===== config.mk =====
export PLATFORM = sky130hd
export DESIGN_NAME = par2srl_tx
export DESIGN_NICKNAME = d
export VERILOG_FILES = /design/src/rtl/par2srl_tx.sv
export SDC_FILE = /design/constraint.sdc
export NUM_CORES = 1
export LEC_CHECK = 0
export ABC_CLOCK_PERIOD_IN_PS = 1500
export CORE_MARGIN = 2
export CORE_UTILIZATION = 49
export DETAILED_ROUTE_END_ITERATION = 16
export PLACE_DENSITY = 0.74
export SLEW_MARGIN = 20
export SYNTH_ARGS = -nofsm -noshare
export SYNTH_HDL_FRONTEND = slang
export SYNTH_SLANG_ARGS = --single-unit

===== constraint.sdc =====
create_clock -name clk -period 1.5 [get_ports clk]
set_input_delay 0.15 -clock clk [delete_from_list [all_inputs] [get_ports clk]]
set_output_delay 0.15 -clock clk [all_outputs]
set_load 0.01 [all_outputs]

===== src/rtl/par2srl_tx.sv =====
// rtl/par2srl_tx.sv - LSB-first parallel-to-serial transmitter with one-word holding register (optional parity: PAR2SRL_PARITY_EN)
module par2srl_tx #(
    parameter int WIDTH = 4
) (
    input  logic             clk,
    input  logic             rst_,
    input  logic [WIDTH-1:0] in_data,
    input  logic             in_vld,
    output logic             in_rdy,
    output logic             srl,
    output logic             srl_vld,
    output logic             sof,
    output logic             busy
);

`ifdef PAR2SRL_PARITY_EN
    localparam int FRAME = WIDTH + 1;
`else
    localparam int FRAME = WIDTH;
`endif
    localparam int CW = $clog2(FRAME);
    localparam logic [CW-1:0] LAST = CW'(FRAME - 1);

    typedef enum logic {IDLE, SHIFT} state_t;

    state_t           state, nxt_state;
    logic [FRAME-1:0] shreg, nxt_shreg;
    logic [CW-1:0]    cnt, nxt_cnt;
    logic [WIDTH-1:0] hold, nxt_hold;
    logic             hold_vld, nxt_hold_vld;
    logic             xfer;

    // The parity bit rides above the data bits so the plain shift delivers it last.
    function automatic logic [FRAME-1:0] load_word(input logic [WIDTH-1:0] w);
`ifdef PAR2SRL_PARITY_EN
        return {^w, w};
`else
        return w;
`endif
    endfunction

    // in_rdy is a register equal to !hold_vld, so no path from in_vld reaches it.
    assign xfer = in_vld && in_rdy;

    // Next-state decode: shift, refill from hold or input on the last bit, or park the word in hold.
    always_comb begin
        nxt_state    = state;
        nxt_shreg    = shreg;
        nxt_cnt      = cnt;
        nxt_hold     = hold;
        nxt_hold_vld = hold_vld;
        case (state)
            IDLE: begin
                if (xfer) begin
                    nxt_shreg = load_word(in_data);
                    nxt_cnt   = '0;
                    nxt_state = SHIFT;
                end
            end
            SHIFT: begin
                if (cnt == LAST) begin
                    nxt_cnt = '0;
                    if (hold_vld) begin
                        nxt_shreg    = load_word(hold);
                        nxt_hold_vld = 1'b0;
                    end else if (xfer) begin
                        nxt_shreg = load_word(in_data);
                    end else begin
                        nxt_shreg = '0;
                        nxt_state = IDLE;
                    end
                end else begin
                    nxt_shreg = {1'b0, shreg[FRAME-1:1]};
                    nxt_cnt   = cnt + 1'b1;
                    if (xfer) begin
                        nxt_hold     = in_data;
                        nxt_hold_vld = 1'b1;
                    end
                end
            end
            default: nxt_state = IDLE;
        endcase
    end

    // State and registered outputs, derived from the next-state values so they line up with shreg/cnt.
    always_ff @(posedge clk or negedge rst_) begin
        if (!rst_) begin
            state    <= IDLE;
            shreg    <= '0;
            cnt      <= '0;
            hold     <= '0;
            hold_vld <= 1'b0;
            srl      <= 1'b0;
            srl_vld  <= 1'b0;
            sof      <= 1'b0;
            busy     <= 1'b0;
            in_rdy   <= 1'b1;
        end else begin
            state    <= nxt_state;
            shreg    <= nxt_shreg;
            cnt      <= nxt_cnt;
            hold     <= nxt_hold;
            hold_vld <= nxt_hold_vld;
            srl      <= (nxt_state == SHIFT) ? nxt_shreg[0] : 1'b0;
            srl_vld  <= (nxt_state == SHIFT);
            sof      <= (nxt_state == SHIFT) && (nxt_cnt == '0);
            busy     <= (nxt_state == SHIFT) || nxt_hold_vld;
            in_rdy   <= !nxt_hold_vld;
        end
    end

endmodule


==> metrics <==
Clock Latency Late Sink=a little under 300 ps; Psw=between 600 and 700 uW; Detail Route Antenna Nets=0; IO Pins=12; initial antenna violation count=0; RSZ-0062 raised after global routing=false; Tcrit/Tclk final=0.945; Main synth FF type=dfrtp_1; HPWL Detailed=about 1100 um; core area=between 1000 and 1500 um2; top cells by count, synth=dfrtp_1, nand2_1, mux2_4, o21ai_0, buf_2; CTS Buf Count=3; die span in x=around 42 um; GRT Util Overall=0.198; mean routed wirelength per cell=15.5 um; Synth top area share=0.486; 1st-iter DRT viols=17; FF+latch count, synth=15; drt total wl=around 1500 um; largest net degree at the start of global routing=11; Die ar.=about 1800 um2; Max Clock Skew=roughly 1.6 ps; Seq/Total Area, Yosys=0.523; mapped cell area=721 um2; Critical Path, Cell by Cell=ha_1, and2b_4, nand2_4, mux2_4; measured slew at the worst slew-check pin=about 390 ps; CP arrival=about 1600 ps; Vias/cell=5.72; CTS Root Cell=clkbuf_4; endpoint class of the critical path=flip-flop; RePlAce Congestion=~0.83; combinational share of power=0.469; Placed Cells=90; area leader, netlist=dfrtp_1; most frequent cell after synthesis=dfrtp_1; Sequential Power Share=0.404; min Tclk post-route=1420 ps; Final Hold Fails=0; LEAKAGE=~0.00043 uW; Int Power=1200 uW; HP Class=in -> async; Critical Path Max Stage Delay=between 400 and 500 ps; CP startpoint kind=flip-flop; dpl ws=57.6 ps; n_diodes=0; Net Count, Synth=71; status=finished, final reports clean; fraction of layout cells with a size suffix above 1=0.213; Final WS setup=between 80 and 90 ps; Clock Tree Buf Depth=2; global route overflow=0; clock slew at reported path FFs=~90 ps; required time of the critical path=1680 ps; Sink Count=15; first-pass GRT wire length=~2500 um; H-tree levels=1; Post-synth EDFFs=0; Max Cap Viol=0; TritonCTS clock tree=built; cells after synthesis=63; Layout Cells excl Fill=95; Synth area leaders=dfrtp_1, mux2_4, dfstp_2; Clock power frac=0.128; CP max FO=4; Slew Viols, Final=0; maximum vdd drop=about 1.1 mV; Syn Area/Cell=around 11 um2; Pre-antenna DRT Iters=4; NumNets Final=between 80 and 90; Netlist cell types=29; vias in the first global route=around 540; cell row count=13; switching share of power=0.350; DRC=0; Hold Buf Count CTS=0; Sum Neg Setup Slack=0 ps; asr flop ratio synth=1.00; final setup vio count=0; Slew headroom=0.738; Pwr per Cell Area=a little over 2000 nW/um2; synth warn=0; Setup Crit Path Kind=reg -> reg; total number of vias=about 540; fmax=between 700 and 800 MHz; Port Buffers=11; DIE HEIGHT=~42 um; Layout Utilization=0.674; Initial Util=0.540; Slowest-stage cell, CP=dfrtp_1; layout overhead on the synthesized area=24.7%
## through the flow
stage                     power, uW  hold WS, ps  instance area, um2
after global routing           1980          167                 898
after floorplan                1310         -146                 721
after CTS                      1840          150                 891
after detailed placement       1610          464                 865
final                          1840          143                 898
after global placement         1580          458                 865
## kinds of logic after synthesis
logic type,synth area share
AND/OR/NAND/NOR,0.181
AO/OA/AOI/OAI,0.148
flip-flops,0.523
multiplexers,0.111
buffers and inverters,0.0208
adder cells (fa/ha/maj),0.0174
## critical path: cells and delay by family, from the launching register on
| family | cells | cell delay (ps) |
|---|---|---|
| adders and majority gates | 1 | 240 |
| muxes | 1 | 300 |
| and+or+nand+nor | 2 | 360 |
| DFF | 1 | 410 |
## power groups by stage
stage / logic, uW / clock network, uW / registers, uW
after floorplan: 587 / 0 / 722
after global placement: 823 / 0 / 760
after detailed placement: 844 / 0 / 765
after CTS: 837 / 240 / 761
after global routing: 955 / 258 / 767
final: 864 / 236 / 745
## state kept, by name, summed over array words and instances, names as in the netlist
| register | flops |
|---|---|
| busy | 1 |
| cnt | 2 |
| hold | 4 |
| hold_vld | 1 |
| in_rdy | 1 |
| shreg | 3 |
| sof | 1 |
| srl | 1 |
| state | 1 |
## metal layers
| metal | up-vias | part of all wire | wire (um) | track usage |
|---|---|---|---|---|
| met5 | - | 0 | 0 | 0 |
| met4 | 0 | 0.026 | 38 | 0.113 |
| met3 | 5 | 0.050 | 73 | 0.0560 |
| met2 | 17 | 0.47 | 695 | 0.298 |
| met1 | 260 | 0.45 | 666 | 0.253 |
| li1 | 261 | - | - | - |
## placed cells by master (no fill, tap or decap), types with 2 or more instances in the layout
cell	count
and3_1	2
o21ai_0	3
a21oi_1	2
o22ai_1	2
nand2_1	7
mux2_4	4
buf_4	5
nand3_1	2
clkbuf_4	3
a22oi_1	2
dfrtp_1	13
clkdlybuf4s50_1	10
mux2i_1	2
nand2b_1	2
## repair_timing
item / CTS / global route
endpoints found under the setup margin: 2 / 2
resized for setup: 2 / 1
buffers inserted: 0 / 1
## worst paths after layout
kind	startpoint	end	slack [ps]	cells past startpoint
min	rst_	hold[2]$_DFFE_PN0P_	140	1
min in group clk	in_data[0]	hold[0]$_DFFE_PN0P_	510	2
min reg2reg	cnt[0]$_DFF_PN0_	cnt[0]$_DFF_PN0_	520	1
max in group asynchronous	rst_	state$_DFF_PN0_	890	2
max reg2reg	cnt[0]$_DFF_PN0_	hold[2]$_DFFE_PN0P_	80	4
max	cnt[0]$_DFF_PN0_	hold[2]$_DFFE_PN0P_	80	4
## layout make-up
| class | count | area [um2] |
|---|---|---|
| fill | 109 | 435 |
| sequential | 15 | 378 |
| multi-input combinational | 45 | 329 |
| timing repair buffer | 16 | 146 |
| clock buffer | 4 | 26.3 |
| tap | 15 | 18.8 |
Note: power is estimated with default switching activity, not from simulation.
